File: config.mk
export PLATFORM = sky130hd
export DESIGN_NAME = star_tally
export DESIGN_NICKNAME = d
export VERILOG_FILES = /design/src/rtl/game_pkg.sv /design/src/rtl/star_edge_popcount.sv /design/src/rtl/star_tally.sv
export SDC_FILE = /design/constraint.sdc
export NUM_CORES = 1
export LEC_CHECK = 0
export BUFFER_PORTS_ARGS = -buffer_cell sky130_fd_sc_hd__buf_2
export CAP_MARGIN = 20
export CORE_AREA = 3 3 46 69
export DETAILED_ROUTE_END_ITERATION = 7
export DIE_AREA = 0 0 49 72
export GPL_TIMING_DRIVEN = 0
export PLACE_DENSITY = 0.74
export SETUP_SLACK_MARGIN = 0.02
export SYNTH_ARGS = -nofsm -noshare
export SYNTH_HDL_FRONTEND = slang
export SYNTH_HIERARCHICAL = 1
export SYNTH_SLANG_ARGS = --single-unit
export TNS_END_PERCENT = 100
File: constraint.sdc
create_clock -name sys_clk -period 4.44 [get_ports sys_clk]
set_clock_uncertainty 0.2 [all_clocks]
set_input_delay 0.666 -clock sys_clk [delete_from_list [all_inputs] [get_ports sys_clk]]
set_output_delay 0.666 -clock sys_clk [all_outputs]
set_load 0.1 [all_outputs]
File: src/rtl/game_pkg.sv
// rtl/game_pkg.sv - shared game constants and star_tally state encoding
//
// Purpose: state encoding for the star tally FSM and default level
// constants (stars in the current level, HUD flash length in frames).
// Ports: none (package).
package game_pkg;

  typedef enum logic [1:0] {
    ST_IDLE  = 2'd0,
    ST_FLASH = 2'd1,
    ST_DONE  = 2'd2
  } state_t;

  localparam int LEVEL_NUM_STARS  = 4;
  localparam int DEF_FLASH_FRAMES = 30;

endpackage

File: src/rtl/star_edge_popcount.sv
// rtl/star_edge_popcount.sv - popcount and lowest set index of a star rise vector
//
// Purpose: combinational helper for star_tally; counts newly touched stars
// and reports the lowest index among them.
// Ports:
//   rise_i     in  [N-1:0]  rising-edge vector, bit i from star i
//   pop_o      out [CW:0]   number of set bits in rise_i
//   low_idx_o  out [3:0]    lowest set index in rise_i (0 when none set)
module star_edge_popcount #(
  parameter int N  = 4,
  parameter int CW = 4
) (
  input  logic [N-1:0] rise_i,
  output logic [CW:0]  pop_o,
  output logic [3:0]   low_idx_o
);

  // Scan from the top down so the last assignment is the lowest set bit.
  always_comb begin
    pop_o     = '0;
    low_idx_o = '0;
    for (int i = N - 1; i >= 0; i--) begin
      if (rise_i[i]) begin
        pop_o     = pop_o + (CW + 1)'(1);
        low_idx_o = 4'(i);
      end
    end
  end

endmodule

File: src/rtl/star_tally.sv
// rtl/star_tally.sv - collected-star counter, HUD flash timer and level-complete flag
//
// Purpose: turns sticky per-star touch levels into collection events,
// keeps a saturating collected count, runs the HUD flash timer and
// raises a sticky level-complete flag.
// Ports:
//   sys_clk        in   system clock, rising edge
//   RST            in   asynchronous active-high reset
//   touch_star     in   [NUM_STARS-1:0] sticky touch levels
//   frame_tick     in   one-cycle pulse per video frame
//   game_restart   in   one-cycle pulse, clears the tally
//   star_count     out  [COUNT_W-1:0] stars collected
//   new_star       out  one-cycle pulse after a collection
//   last_star_id   out  [3:0] index of most recent collection
//   flash_active   out  HUD highlight / blink enable
//   all_collected  out  sticky, every star taken
module star_tally
  import game_pkg::*;
#(
  parameter int NUM_STARS    = LEVEL_NUM_STARS,
  parameter int COUNT_W      = 4,
  parameter int FLASH_FRAMES = DEF_FLASH_FRAMES,
  parameter int FRAME_W      = 6
) (
  input  logic                 sys_clk,
  input  logic                 RST,
  input  logic [NUM_STARS-1:0] touch_star,
  input  logic                 frame_tick,
  input  logic                 game_restart,
  output logic [COUNT_W-1:0]   star_count,
  output logic                 new_star,
  output logic [3:0]           last_star_id,
  output logic                 flash_active,
  output logic                 all_collected
);

  localparam logic [COUNT_W:0]   NUM_W     = (COUNT_W + 1)'(NUM_STARS);
  localparam logic [FRAME_W-1:0] FRAMES_LD = FRAME_W'(FLASH_FRAMES);

  state_t               state_q, state_d;
  logic [NUM_STARS-1:0] touch_prev_q;
  logic [COUNT_W-1:0]   count_q, count_d;
  logic                 new_q, new_d;
  logic [3:0]           last_q, last_d;
  logic                 flash_q, flash_d;
  logic                 all_q, all_d;
  logic [FRAME_W-1:0]   frames_q, frames_d;

  logic [NUM_STARS-1:0] rise;
  logic [COUNT_W:0]     pop;
  logic [3:0]           low_idx;
  logic [COUNT_W:0]     sum;
  logic [COUNT_W-1:0]   sat_count;
  logic                 hit;
  logic                 completes;

  assign rise = touch_star & ~touch_prev_q;

  star_edge_popcount #(
    .N  (NUM_STARS),
    .CW (COUNT_W)
  ) u_edge (
    .rise_i    (rise),
    .pop_o     (pop),
    .low_idx_o (low_idx)
  );

  // Sum is one bit wider than the count so it cannot wrap before saturation.
  assign sum       = {1'b0, count_q} + pop;
  assign sat_count = (sum >= NUM_W) ? NUM_W[COUNT_W-1:0] : sum[COUNT_W-1:0];
  assign completes = (sum >= NUM_W);
  // Once DONE the tally is frozen; restart discards any coincident rise.
  assign hit = (|rise) && !game_restart &&
               ((state_q == ST_IDLE) || (state_q == ST_FLASH));

  always_comb begin
    state_d  = state_q;
    count_d  = count_q;
    new_d    = 1'b0;
    last_d   = last_q;
    flash_d  = flash_q;
    all_d    = all_q;
    frames_d = frames_q;
    if (game_restart) begin
      state_d  = ST_IDLE;
      count_d  = '0;
      flash_d  = 1'b0;
      all_d    = 1'b0;
      frames_d = '0;
    end else if (hit) begin
      // A rise outranks a coincident frame_tick: the timer reloads.
      count_d = sat_count;
      new_d   = 1'b1;
      last_d  = low_idx;
      flash_d = 1'b1;
      if (completes) begin
        state_d  = ST_DONE;
        all_d    = 1'b1;
        frames_d = '0;
      end else begin
        state_d  = ST_FLASH;
        frames_d = FRAMES_LD;
      end
    end else begin
      case (state_q)
        ST_IDLE: ;
        ST_FLASH: begin
          if (frame_tick) begin
            if (frames_q <= FRAME_W'(1)) begin
              frames_d = '0;
              state_d  = ST_IDLE;
              flash_d  = 1'b0;
            end else begin
              frames_d = frames_q - FRAME_W'(1);
            end
          end
        end
        ST_DONE: begin
          if (frame_tick) flash_d = ~flash_q;
        end
        default: begin
          state_d  = ST_IDLE;
          flash_d  = 1'b0;
          frames_d = '0;
        end
      endcase
    end
  end

  always_ff @(posedge sys_clk or posedge RST) begin
    if (RST) begin
      state_q      <= ST_IDLE;
      touch_prev_q <= '0;
      count_q      <= '0;
      new_q        <= 1'b0;
      last_q       <= '0;
      flash_q      <= 1'b0;
      all_q        <= 1'b0;
      frames_q     <= '0;
    end else begin
      state_q      <= state_d;
      touch_prev_q <= touch_star;
      count_q      <= count_d;
      new_q        <= new_d;
      last_q       <= last_d;
      flash_q      <= flash_d;
      all_q        <= all_d;
      frames_q     <= frames_d;
    end
  end

  assign star_count    = count_q;
  assign new_star      = new_q;
  assign last_star_id  = last_q;
  assign flash_active  = flash_q;
  assign all_collected = all_q;

endmodule
After elaboration in Yosys (flattened, before gate mapping)
Index checks and enable logic that the tools add are counted.

operators by class
  add/sub/neg operators = 5
  magnitude comparators = 2
  equal/unequal tests = 7
  muxes and demuxes = 34
  bitwise gates (word level) = 4
  reduce and logical (&&, ||, !) cells = 14

operators with widths
  cell                 count
  $mux 6               4
  $mux 5               4
  $mux 2               9
  $mux 4               3
  $pmux 6 s2           1
  $mux 1               11
  $add 5x1->5 const B  2
  $ne 4x4->1 const B   2
  $le 6x1->1 const B   1
  $reduce_and 2->1     3
  $sub 6x1->6 const B  1
  $add 4x5->5          1
  $ge 5x3->1 const B   1
  $and 4x4->4          1
  $ne 4x3->1 const B   1
  $not 4->4            1
  $pmux 2 s2           1
  $reduce_and 4->1     1
  $reduce_bool 2->1    2
  $reduce_or 4->1      1
  $ne 3x1->1 const B   1
  $ne 3x3->1 const B   1
  $pmux 1 s3           1
  $reduce_and 3->1     1
  other kinds (9)      11

storage, ports and cells
  register bits = 23
  bits of input ports = 8
  output and inout bits = 11

Logic depth before layout (Yosys ltp)
Gate-level depths: netlist of run 1.

  depth after elaboration = 14
  gate-level depth with buffers = 15
  gate-level depth less buffers = 15

Cells and area by module
The synthesis of run 1 kept the hierarchy.

by module, submodules not included
  module              instances  cells each  area an instance (um2)  sequential area each (um2)
  star_tally          1          130         1280.0                  575.6
  star_edge_popcount  1          26          197.7                   0.0

Least setup slack after synthesis of run 1
No wires, ideal clock.

  path kind = input to register
  from = input touch_star[3]
  to = register frames_q[1]
  arrival = 3.388 ns
  data required time = 4.173 ns
  slack = 0.785 ns
  cell stages on the path = 14
  path buffers = 0
  cells stage by stage = and2b_1 inv_1 ha_1 xor2_2 ha_1 nand2_1 o31ai_1 inv_1 fa_1 nand2b_1 a211oi_1 nand3b_1 nor3_1 o31a_1

on the way
  longest elaborated chain between the ends = 13
  elaborated cells between the ends (all ways) = 19

ends and longest elaborated chain
  item                    RTL line                  RTL
  start: declaration      star_tally.sv:27          input logic [NUM_STARS-1:0] touch_star,
  $and 4x4->4 (*)         star_tally.sv:57          assign rise = touch_star & ~touch_prev_q;
  $mux 1 (*)              star_edge_popcount.sv:23  if (rise_i[i]) begin
  $add 1x1->2             star_edge_popcount.sv:24  pop_o = pop_o + (CW + 1)'(1);
  $mux 5 (*)              star_edge_popcount.sv:23
  $add 5x1->5             star_edge_popcount.sv:24
  $mux 5 (*)              star_edge_popcount.sv:23
  $add 5x1->5             star_edge_popcount.sv:24
  $mux 5 (*)              star_edge_popcount.sv:23
  named net pop[1]        star_tally.sv:50          logic [COUNT_W:0] pop;
  $add 4x5->5 (*)         star_tally.sv:69          assign sum = {1'b0, count_q} + pop;
  $ge 5x3->1 (*)          star_tally.sv:71          assign completes = (sum >= NUM_W);
  $mux 5 (*)              star_tally.sv:96          if (completes) begin
  $mux 6 (*)              star_tally.sv:90          end else if (hit) begin
  $mux 6 (*)              star_tally.sv:84          if (game_restart) begin
  end signal: assignment  star_tally.sv:148         frames_q <= frames_d;
  end: declaration        star_tally.sv:47          logic [FRAME_W-1:0] frames_q, frames_d;

Mark *: on every way through the listed nets, which the timed path passes. The rest lies on a longest branch.
A chain may end at the register's enable or synchronous reset.

Final worst setup path of run 1
  from = input touch_star[3]
  to = register frames_q[1]

on the way
  longest elaborated chain between the ends = 13
  elaborated cells between the ends (all ways) = 19

ends and longest elaborated chain
  item               RTL line                  RTL
  $and 4x4->4 (*)    star_tally.sv:57
  named net rise[3]  star_tally.sv:49          logic [NUM_STARS-1:0] rise;
  $mux 1 (*)         star_edge_popcount.sv:23
  $add 1x1->2        star_edge_popcount.sv:24
  $mux 5 (*)         star_edge_popcount.sv:23
  $add 5x1->5        star_edge_popcount.sv:24
  $mux 5 (*)         star_edge_popcount.sv:23
  $add 5x1->5        star_edge_popcount.sv:24
  $mux 5 (*)         star_edge_popcount.sv:23
  named net pop[1]   star_tally.sv:50
  $add 4x5->5 (*)    star_tally.sv:69
  $ge 5x3->1 (*)     star_tally.sv:71
  $mux 5 (*)         star_tally.sv:96
  $mux 6 (*)         star_tally.sv:90
  $mux 6 (*)         star_tally.sv:84

Marked as above.

==> results.py, run 1 <==
metrics = {
    "timing": {
        "fin_crit_ns": 4.09,
        "timing.fmax_mhz": 245,
        "rsz0062_at_grt": "false",
        "finalHoldViolCount": 0,
        "tightest_slew_ns": 0.870,
        "final-max-slew-violation-count": 0,
        "tns_ns": 0,
        "timing.hold.ws_ns": 0.282,
        "setup_violations": 0,
        "fin_crit_sh_pct": 92.1,
        "slew_headroom_pct": 41.9,
    },
    "clock_network": {
        "cts_tree": "yes",
        "postCtsSetupBuffers": 0,
        "cts_resized": 0,
        "holdBufCountCts": 0,
        "htreeDepth": 1,
        "numCtsBuffers": 3,
        "cts-root-buf": "clkbuf_8",
        "cts_max_path_buffers": 2,
        "worstSkewPairLatency_ns": 0.27,
        "path_clk_slew_ns": 0.08,
        "clock-sinks": 23,
    },
    "pwr": {
        "power_leakage_uw": 0.000868,
        "irDropWorstVdd_mv": 0.308,
        "power.density_nw_per_um2": 373,
    },
    "detailed_routing": {
        "drt-total-wl_mm": 2.85,
        "detail-route-antenna-nets": 0,
        "wl_per_cell_um": 13.1,
        "via_count": 1137,
        "dr.pass1.iters": 4,
        "drt_iter0_markers": 44,
        "vias_per_cell": 5.24,
        "drcViolationCount": 0,
    },
    "setup_path": {
        "critPathBufInv": 3,
        "worst_ep_arrival_time_ns": 4.10,
        "crit_type": "primary input to flip-flop",
        "crit_family": "simple AND/OR/NAND/NOR gates",
        "cp_num_cells": 15,
        "cp_max_fo": 5,
        "reg2reg_to": "frames_q[1]",
        "cpPeakStageDelay_ns": 0.63,
        "r2r_cells": 14,
        "start_kind": "primary input",
        "r2r_slack_ns": 0.40,
        "reg2reg_from": "touch_prev_q[3]",
        "endpoint_kind": "flip-flop",
        "critPathSlowestCell": "nor3_1",
        "worstPathCellList": "buf_2 -> and2b_1 -> inv_1 -> ha_1 -> xor2_2 -> ha_1 -> nand2_1 -> o31ai_1 -> inv_1 -> fa_1 -> nand2b_1 -> a211oi_1 -> nand3b_1 -> nor3_1 -> o31a_1",
        "crit_required_ns": 4.45,
    },
    "cells_and_area": {
        "fillers": 223,
        "antennaDiodeCount": 0,
        "multi_input_area_um2": 811,
        "stdcell_area_um2": 1670,
        "layout.area.seq_um2": 576,
        "area.growth.synth_to_final_pct": 12.7,
        "fin_util_pct": 62.2,
        "finalNetCount": 202,
        "layout-drive-gt1-share_pct": 21.7,
    },
    "logic_synthesis": {
        "synth.distinct_cells": 47,
        "syn_inst": 156,
        "yosysSeqAreaShare_pct": 39.0,
        "synth-edff-count": 0,
        "ys_top_cells_by_area": "dfrtp_1, ha_1, nand2_1",
        "synth_area_per_cell_um2": 9.47,
        "synthTopCellsByCount": "dfrtp_1, nand2_1, inv_1, ha_1, nor2_1",
        "ys.flop_type": "dfrtp_1",
        "synthMostInstantiatedCell": "dfrtp_1",
        "mappedNetlistArea_um2": 1480,
        "synth_seq_cells": 23,
        "yosysWarningCount": 6,
        "async_flop_share_pct": 100,
        "synth_top_area_share_pct": 39.0,
        "synth_top_area_cell": "dfrtp_1",
    },
    "placed_design": {
        "dpl.hpwl_mm": 2.22,
        "place.gp.congestion": 0.909,
        "io_buffers": 17,
        "place_area_um2": 1620,
    },
    "floorplan": {
        "io_pins": 19,
        "num_rows": 23,
        "coreArea_um2": 2680,
        "start_util_pct": 55.2,
        "dieArea_um2": 3530,
        "die_w_um": 49,
        "dieHeight_um": 72,
    },
    "global_route": {
        "grtUsageTotal_pct": 17.8,
        "grt_pass1_vias": 1178,
        "grt_pass1_wl_mm": 4.95,
        "antenna_found_initial": 0,
        "grt_max_degree": 24,
        "grt-ovfl-total": 0,
    },
    "hold_path": {
        "hold_start": "last_star_id[0]",
        "hp-class": "flip-flop to flip-flop",
        "worstHoldEndpoint": "last_star_id[0]",
        "whs_path_depth": 2,
    },
    "run": {
        "maxCapViolCount": 0,
    },
    "run_status": {
        "status": "completed",
    },
}
==> layout by cell type (no fill, tap or decap), types with 2 or more instances in the layout <==
cell type	instances
dfrtp_1	23
conb_1	4
o21ai_0	4
o31ai_1	4
nor2b_4	2
buf_2	17
nor3_1	5
nand3_1	3
a21oi_1	7
xor2_1	4
and2_1	2
ha_1	12
nor2_1	12
inv_1	14
a21o_1	2
nor2b_1	4
nor4_2	2
clkbuf_8	3
buf_4	4
nand2_1	22
==> kinds of logic (layout without fill, tap and decap cells) <==
kind of cell / Yosys count / after routing / share of synthesized area [%]
AOI/OAI and AO/OA: 28 / 28 / 13.7
xor gates and xnor gates: 6 / 6 / 4.06
adders and majority gates: 13 / 13 / 11.5
buffers and inverters: 21 / 42 / 6.94
DFF: 23 / 23 / 38.9
other: 1 / 4 / 0.254
and+or+nand+nor: 64 / 64 / 24.6
==> area by class of cell <==
cell class / count / area share (%)
inverters: 15 / 3.38
clock buffers: 4 / 2.70
flip-flops and latches: 23 / 34.6
well taps: 37 / 2.78
repair buffers: 17 / 5.11
multi-input cells: 115 / 48.7
plain buffers: 6 / 2.78
==> registers in the layout (all words and copies together) (netlist names) <==
name           count
flash_active       1
all_collected      1
state_q            2
frames_q           6
last_star_id       4
new_star           1
star_count         4
touch_prev_q       4
==> metrics by stage <==
| step | total power, µW | std cells | setup WS, ns |
|---|---|---|---|
| 6_report | 620 | 217 | 0.351 |
| 5_1_grt | 652 | 217 | 0.0993 |
| 3_3_place_gp | 487 | 213 | 0.265 |
| 2_1_floorplan | 450 | 159 | 0.785 |
| 4_1_cts | 624 | 217 | 0.379 |
| 3_5_place_dp | 492 | 213 | 0.104 |
==> routing by layer <==
metal,wire length [µm],GRT usage (%)
met4,29,6.65
met5,0,0
met2,1530,34.2
met3,90,2.67
met1,1200,19.5
==> power by group <==
part	internal, µW	leakage, µW	switching (µW)
Clock	64.1	0.0000228	67.6
Sequential	231	0.000299	15.2
Combinational	57.1	0.000547	186
Total	352	0.000868	269
==> how the worst max path moves through the flow <==
stage / from / end / slack [ns]
after floorplan: touch_star[3] / frames_q[1] / 0.79
after global placement: touch_star[3] / frames_q[1] / 0.26
after detailed placement: touch_star[3] / frames_q[1] / 0.10
after CTS: touch_star[3] / frames_q[1] / 0.38
after global routing: touch_star[3] / frames_q[1] / 0.1
final: touch_star[3] / frames_q[1] / 0.35
==> worst register-to-register path, stage by stage, from the launching register on <==
cell,delay (ns)
dfrtp_1,0.36
and2b_1,0.29
inv_1,0.09
ha_1,0.33
xor2_2,0.20
ha_1,0.32
nand2_1,0.05
o31ai_1,0.10
inv_1,0.11
fa_1,0.45
nand2b_1,0.19
a211oi_1,0.24
nand3b_1,0.17
nor3_1,0.64
o31a_1,0.23
No activity file was read; power rests on OpenSTA's default activity.
==> run 2: changes to the inputs <==
--- a/config.mk
+++ b/config.mk
@@ -8,10 +8,12 @@
 export BUFFER_PORTS_ARGS = -buffer_cell sky130_fd_sc_hd__buf_2
 export CAP_MARGIN = 20
 export CORE_AREA = 3 3 46 69
+export CTS_CLUSTER_DIAMETER = 80
 export DETAILED_ROUTE_END_ITERATION = 7
 export DIE_AREA = 0 0 49 72
 export GPL_TIMING_DRIVEN = 0
 export PLACE_DENSITY = 0.74
+export REMOVE_ABC_BUFFERS = 1
 export SETUP_SLACK_MARGIN = 0.02
 export SYNTH_ARGS = -nofsm -noshare
 export SYNTH_HDL_FRONTEND = slang
==> constraint.sdc (replaced) <==
create_clock -name sys_clk -period 4.44 [get_ports sys_clk]
set_clock_uncertainty 0.2 [all_clocks]
set_input_delay 0.222 -clock sys_clk [delete_from_list [all_inputs] [get_ports sys_clk]]
set_output_delay 0.222 -clock sys_clk [all_outputs]
set_load 0.1 [all_outputs]
==> run 2 against run 1 <==
  * Wire length up 2.2%
  * Total power down 1.1%
  * Via count unchanged
  * Sequential share of layout area down 0.18 points
  * Register-to-register slack better by 0.16 ns
  * Final area up 0.53%
  * Clock power down 4%
==> results.py, run 2 (same netlist as run 1, synthesis figures left out) <==
metrics = {
    "run_status": {
        "status": "completed",
    },
    "floorplan": {
        "io_pins": 19,
        "coreArea_um2": 2680,
        "dieArea_um2": 3530,
        "die_w_um": 49,
        "dieHeight_um": 72,
        "num_rows": 23,
        "start_util_pct": 55.2,
    },
    "timing": {
        "final-max-slew-violation-count": 0,
        "timing.fmax_mhz": 248,
        "setup_violations": 0,
        "tns_ns": 0,
        "setup_ws_ns": 0.412,
        "finalHoldViolCount": 0,
        "tightest_slew_ns": 0.864,
        "fin_crit_sh_pct": 90.7,
        "fin_crit_ns": 4.03,
        "rsz0062_at_grt": "false",
        "slew_headroom_pct": 42.3,
    },
    "setup_path": {
        "worst_ep_arrival_time_ns": 4.03,
        "crit_end": "frames_q[1]",
        "startpoint": "touch_star[3]",
        "endpoint_kind": "flip-flop",
        "reg2reg_from": "touch_prev_q[3]",
        "crit_required_ns": 4.44,
        "crit_type": "primary input to flip-flop",
        "r2r_cells": 14,
        "start_kind": "primary input",
        "r2r_slack_ns": 0.56,
        "reg2reg_to": "frames_q[1]",
        "cp_max_fo": 5,
    },
    "cells_and_area": {
        "largest_reg_flops": 6,
        "stdcell_area_um2": 1670,
        "final_cell_mix": "dfrtp_1, nand2_1, buf_2",
        "regMostFlops": "frames_q",
        "fillers": 238,
        "layout-drive-gt1-share_pct": 18.9,
        "finalNetCount": 202,
        "area.growth.synth_to_final_pct": 13.3,
        "layout_commonest_cell": "dfrtp_1",
        "antennaDiodeCount": 0,
    },
    "clock_network": {
        "cts_resized": 0,
        "clock-sinks": 23,
        "htreeDepth": 1,
        "worstSkewPairLatency_ns": 0.26,
        "numCtsBuffers": 3,
        "postCtsSetupBuffers": 0,
        "cts_max_path_buffers": 2,
        "holdBufCountCts": 5,
        "path_clk_slew_ns": 0.08,
        "cts-root-buf": "clkbuf_8",
        "cts_tree": "yes",
    },
    "detailed_routing": {
        "via_count": 1137,
        "wl_per_cell_um": 13.4,
        "drcViolationCount": 0,
        "dr.pass1.iters": 4,
        "detail-route-antenna-nets": 0,
        "drt-total-wl_mm": 2.91,
        "vias_per_cell": 5.24,
        "drt_iter0_markers": 24,
    },
    "global_route": {
        "grt_pass1_vias": 1168,
        "grtUsageTotal_pct": 17.6,
        "antenna_found_initial": 0,
        "grt_max_degree": 24,
        "grt_pass1_wl_mm": 5.00,
        "grt-ovfl-total": 0,
    },
    "run": {
        "maxCapViolCount": 0,
    },
    "placed_design": {
        "dpl.hpwl_mm": 2.35,
        "place_ws_ns": 0.576,
        "place.gp.congestion": 0.831,
        "io_buffers": 18,
        "place_area_um2": 1580,
    },
    "hold_path": {
        "hp-class": "primary input to flip-flop",
    },
    "pwr": {
        "power.density_nw_per_um2": 366,
        "power_leakage_uw": 0.000861,
        "irDropWorstVdd_mv": 0.262,
    },
}
-- run 2: cell count changes in the layout (fill, tap and decap cells not counted) --
cell	previous run	this run
buf_2	17	18
buf_4	4	0
buf_6	1	0
clkbuf_2	1	0
dlygate4sd3_1	0	5
-- run 2: metal layers --
| metal | vias up | share of wire [%] | track usage, % |
|---|---|---|---|
| met2 | 17 | 58 | 35.9 |
| met4 | 0 | 0.48 | 2.85 |
| li1 | 568 | - | - |
| met1 | 550 | 40 | 19.5 |
| met5 | - | 0 | 0 |
| met3 | 2 | 2.0 | 1.85 |
-- run 2: area by class of cell --
cell class	instances	area [µm²]	area share [%]
Multi-Input combinational cell	115	811	48.4
Sequential cell	23	576	34.4
Timing Repair Buffer	23	140	8.37
Inverter	15	56.3	3.36
Tap cell	37	46.3	2.77
Clock buffer	4	45.0	2.69
-- run 2: worst max-delay path: stages --
cell and delay, ns:
dlygate4sd3_1 0.52, buf_2 0.10, and2b_1 0.21, inv_1 0.09, ha_1 0.33, xor2_2 0.20, ha_1 0.31, nand2_1 0.05
o31ai_1 0.09, inv_1 0.12, fa_1 0.45, nand2b_1 0.18, a211oi_1 0.22, nand3b_1 0.17, nor3_1 0.55, o31a_1 0.22
-- run 2: report_power, final --
group	switching, µW	internal [µW]	total (µW)
logic	185	54.6	240
registers	15.5	231	246
clock network	63.2	63.9	127
-- run 2: how the worst min path moves through the flow --
| stage | start | slack, ns | depth (start not counted) | to |
|---|---|---|---|---|
| finish | game_restart | 0.05 | 2 | star_count[0] |
| global placement | touch_star[3] | 0.14 | 1 | touch_prev_q[3] |
| floorplan | RST | 0.02 | 1 | all_collected |
| detailed placement | touch_star[3] | 0.14 | 1 | touch_prev_q[3] |
| CTS | game_restart | 0.04 | 2 | star_count[0] |
| global route | game_restart | 0.05 | 2 | star_count[0] |
-- run 2: stage by stage --
step	hold slack [ns]	util [%]	power (µW)	std cells
floorplan	0.0239	-	443	153
global placement	0.142	59.0	480	208
detailed placement	0.142	59.0	488	208
CTS	0.0437	62.6	619	217
global route	0.0481	62.6	644	217
finish	0.0504	62.6	613	217
==> run 3: changes to the inputs <==
--- a/config.mk
+++ b/config.mk
@@ -7,16 +7,16 @@
 export LEC_CHECK = 0
 export BUFFER_PORTS_ARGS = -buffer_cell sky130_fd_sc_hd__buf_2
 export CAP_MARGIN = 20
-export CORE_AREA = 3 3 46 69
+export CORE_AREA = 3 3 45 67
 export CTS_CLUSTER_DIAMETER = 80
 export DETAILED_ROUTE_END_ITERATION = 7
-export DIE_AREA = 0 0 49 72
+export DIE_AREA = 0 0 48 70
 export GPL_TIMING_DRIVEN = 0
-export PLACE_DENSITY = 0.74
+export MAX_ROUTING_LAYER = met4
+export PLACE_DENSITY = 0.72
 export REMOVE_ABC_BUFFERS = 1
 export SETUP_SLACK_MARGIN = 0.02
 export SYNTH_ARGS = -nofsm -noshare
 export SYNTH_HDL_FRONTEND = slang
-export SYNTH_HIERARCHICAL = 1
 export SYNTH_SLANG_ARGS = --single-unit
 export TNS_END_PERCENT = 100
==> run 3 against run 2 <==
  * Die area decreased by 4.8%
  * Total power decreased by 12%
  * Critical path depth decreased by 1
  * Clock-buffer cell count unchanged
  * Synthesized area decreased by 8.8%
  * Synthesized cell count decreased by 12%
  * Utilization decreased by 1.9 points
  * Register-to-register slack improved by 0.26 ns
  * Critical path type unchanged
==> results.py, run 3 <==
metrics = {
    "run_status": {
        "status": "completed",
    },
    "setup_path": {
        "crit_type": "primary input to flip-flop",
        "crit_required_ns": 4.45,
        "reg2reg_from": "touch_prev_q[3]",
        "r2r_cells": 13,
        "reg2reg_to": "frames_q[3]",
        "cp_max_fo": 5,
        "start_kind": "primary input",
        "r2r_slack_ns": 0.82,
        "worst_ep_arrival_time_ns": 3.76,
        "endpoint_kind": "flip-flop",
    },
    "clock_network": {
        "cts-root-buf": "clkbuf_4",
        "numCtsBuffers": 3,
        "cts_resized": 0,
        "path_clk_slew_ns": 0.12,
        "cts_max_path_buffers": 2,
        "clock-sinks": 21,
        "holdBufCountCts": 5,
        "cts_tree": "yes",
        "postCtsSetupBuffers": 0,
        "htreeDepth": 1,
        "worstSkewPairLatency_ns": 0.31,
    },
    "timing": {
        "tightest_slew_ns": 0.823,
        "rsz0062_at_grt": "false",
        "finalHoldViolCount": 0,
        "slew_headroom_pct": 45.1,
        "setup_violations": 0,
        "timing.fmax_mhz": 267,
        "timing.hold.ws_ns": 0.0332,
        "fin_crit_ns": 3.75,
        "final-max-slew-violation-count": 0,
        "tns_ns": 0,
        "setup_ws_ns": 0.690,
        "fin_crit_sh_pct": 84.5,
    },
    "pwr": {
        "power_leakage_uw": 0.000744,
        "irDropWorstVdd_mv": 0.199,
        "pwr-share-seq_pct": 41.5,
        "pwr-share-clk_pct": 17.6,
        "combPwrFrac_pct": 40.9,
        "power.switching_uw": 237,
        "netSwitchingFraction_pct": 44.0,
        "power.density_nw_per_um2": 359,
        "p_int_uw": 302,
    },
    "detailed_routing": {
        "via_count": 1103,
        "vias_per_cell": 6.03,
        "drt_iter0_markers": 51,
        "drcViolationCount": 0,
        "drt-total-wl_mm": 2.88,
        "wl_per_cell_um": 15.7,
        "dr.pass1.iters": 4,
        "detail-route-antenna-nets": 0,
    },
    "cells_and_area": {
        "largest_reg_flops": 6,
        "area.growth.synth_to_final_pct": 11.4,
        "stdcell_area_um2": 1500,
        "regMostFlops": "frames_q",
        "antennaDiodeCount": 0,
        "layout-drive-gt1-share_pct": 19.5,
        "finalNetCount": 178,
        "fin_util_pct": 60.6,
        "final_cell_mix": "dfrtp_1, buf_2, nor2_1",
        "layout_commonest_cell": "dfrtp_1",
    },
    "logic_synthesis": {
        "synth_area_per_cell_um2": 9.76,
        "yosysWarningCount": 0,
        "synth_top_area_share_pct": 39.0,
        "synthTopCellsByCount": "dfrtp_1, nor2_1, ha_1, nand2_1, a21oi_1",
        "syn_inst": 138,
        "synthMostInstantiatedCell": "dfrtp_1",
        "synth_top_area_cell": "dfrtp_1",
        "mappedNetlistArea_um2": 1350,
        "synth.distinct_cells": 44,
        "ys.flop_type": "dfrtp_1",
        "async_flop_share_pct": 100,
        "synth_seq_cells": 21,
        "synth-edff-count": 0,
        "yosysSeqAreaShare_pct": 39.0,
        "ys_top_cells_by_area": "dfrtp_1, ha_1, nor2_1",
    },
    "global_route": {
        "grt_pass1_wl_mm": 4.95,
        "grt-ovfl-total": 0,
        "use_met1_pct": 23.6,
        "antenna_found_initial": 0,
        "grt_pass1_vias": 1117,
        "grtUsageMet2_pct": 35.2,
        "grtUsageTotal_pct": 20.8,
        "top_usage_layer": "met2",
        "grt_max_degree": 22,
        "grt_use_met3_pct": 3.09,
    },
    "floorplan": {
        "die_w_um": 48,
        "coreArea_um2": 2480,
        "dieArea_um2": 3360,
        "io_pins": 19,
        "start_util_pct": 54.4,
        "dieHeight_um": 70,
        "num_rows": 22,
    },
    "run": {
        "maxCapViolCount": 0,
    },
    "hold_path": {
        "hp-class": "primary input to flip-flop",
        "worstHoldEndpoint": "star_count[0]",
        "whs_path_depth": 2,
        "hold_start": "game_restart",
    },
    "placed_design": {
        "io_buffers": 16,
        "place_ws_ns": 0.853,
        "place_area_um2": 1430,
        "dpl.hpwl_mm": 2.20,
        "place.gp.congestion": 0.821,
    },
}
==> run 3: cell types whose count changed after synthesis, moves of 4 or more <==
| cell | delta |
|---|---|
| o41ai_1 | +5 |
| nand2b_1 | +4 |
| a21o_1 | +4 |
| inv_1 | -10 |
| o31ai_1 | -4 |
| nand2_1 | -13 |
==> run 3: how the worst max path moves through the flow <==
stage,from,end,slack (ns)
after floorplan,touch_prev_q[3],frames_q[3],1.23
after global placement,touch_prev_q[3],frames_q[3],0.98
after detailed placement,touch_prev_q[3],frames_q[3],0.85
after CTS,touch_star[3],frames_q[3],0.70
after global routing,touch_star[3],frames_q[3],0.43
final,touch_star[3],frames_q[3],0.69
==> run 3: kinds of logic after synthesis <==
kind of cell / synth area share [%]
simple gates: 21.7
compound gates: 22.3
flops: 39.0
buf+inv: 4.92
fa+ha+maj: 9.84
xor+xnor: 1.95
other cells: 0.278
==> run 3: metal layers <==
metal	up-vias	routed length (µm)
li1	536	-
met1	529	1120
met2	29	1600
met3	9	111
met4	0	48
met5	-	0
==> run 3: layout make-up <==
cell class	instances	area, µm²
clock buffers	4	26.3
well taps	24	30.0
repair buffers	21	130
multi-input cells	106	763
fillers	223	976
flip-flops and latches	21	526
inverters	7	26.3
==> run 3: through the flow <==
| stage | total power [µW] | instances |
|---|---|---|
| 3_3_place_gp | 438 | 174 |
| 5_1_grt | 576 | 183 |
| 3_5_place_dp | 444 | 174 |
| 6_report | 539 | 183 |
| 2_1_floorplan | 402 | 134 |
| 4_1_cts | 543 | 183 |
==> run 3: critical path: stages <==
cell and delay [ns]:
dlygate4sd3_1 0.51, buf_2 0.11, nor2b_4 0.22, inv_2 0.09, ha_1 0.31, xnor2_1 0.29, ha_1 0.29, nand2_1 0.06
o21ai_1 0.11, fa_1 0.44, and2_1 0.15, a21oi_1 0.28, o21ai_0 0.26, a21o_1 0.23, a32o_1 0.20
==> run 3: power by group through the flow <==
stage / logic, µW / clock network, µW / registers [µW]
global placement: 211 / 0 / 227
floorplan: 100 / 0 / 301
global route: 240 / 110 / 227
finish: 220 / 94.6 / 224
CTS: 221 / 99.1 / 224
detailed placement: 217 / 0 / 228
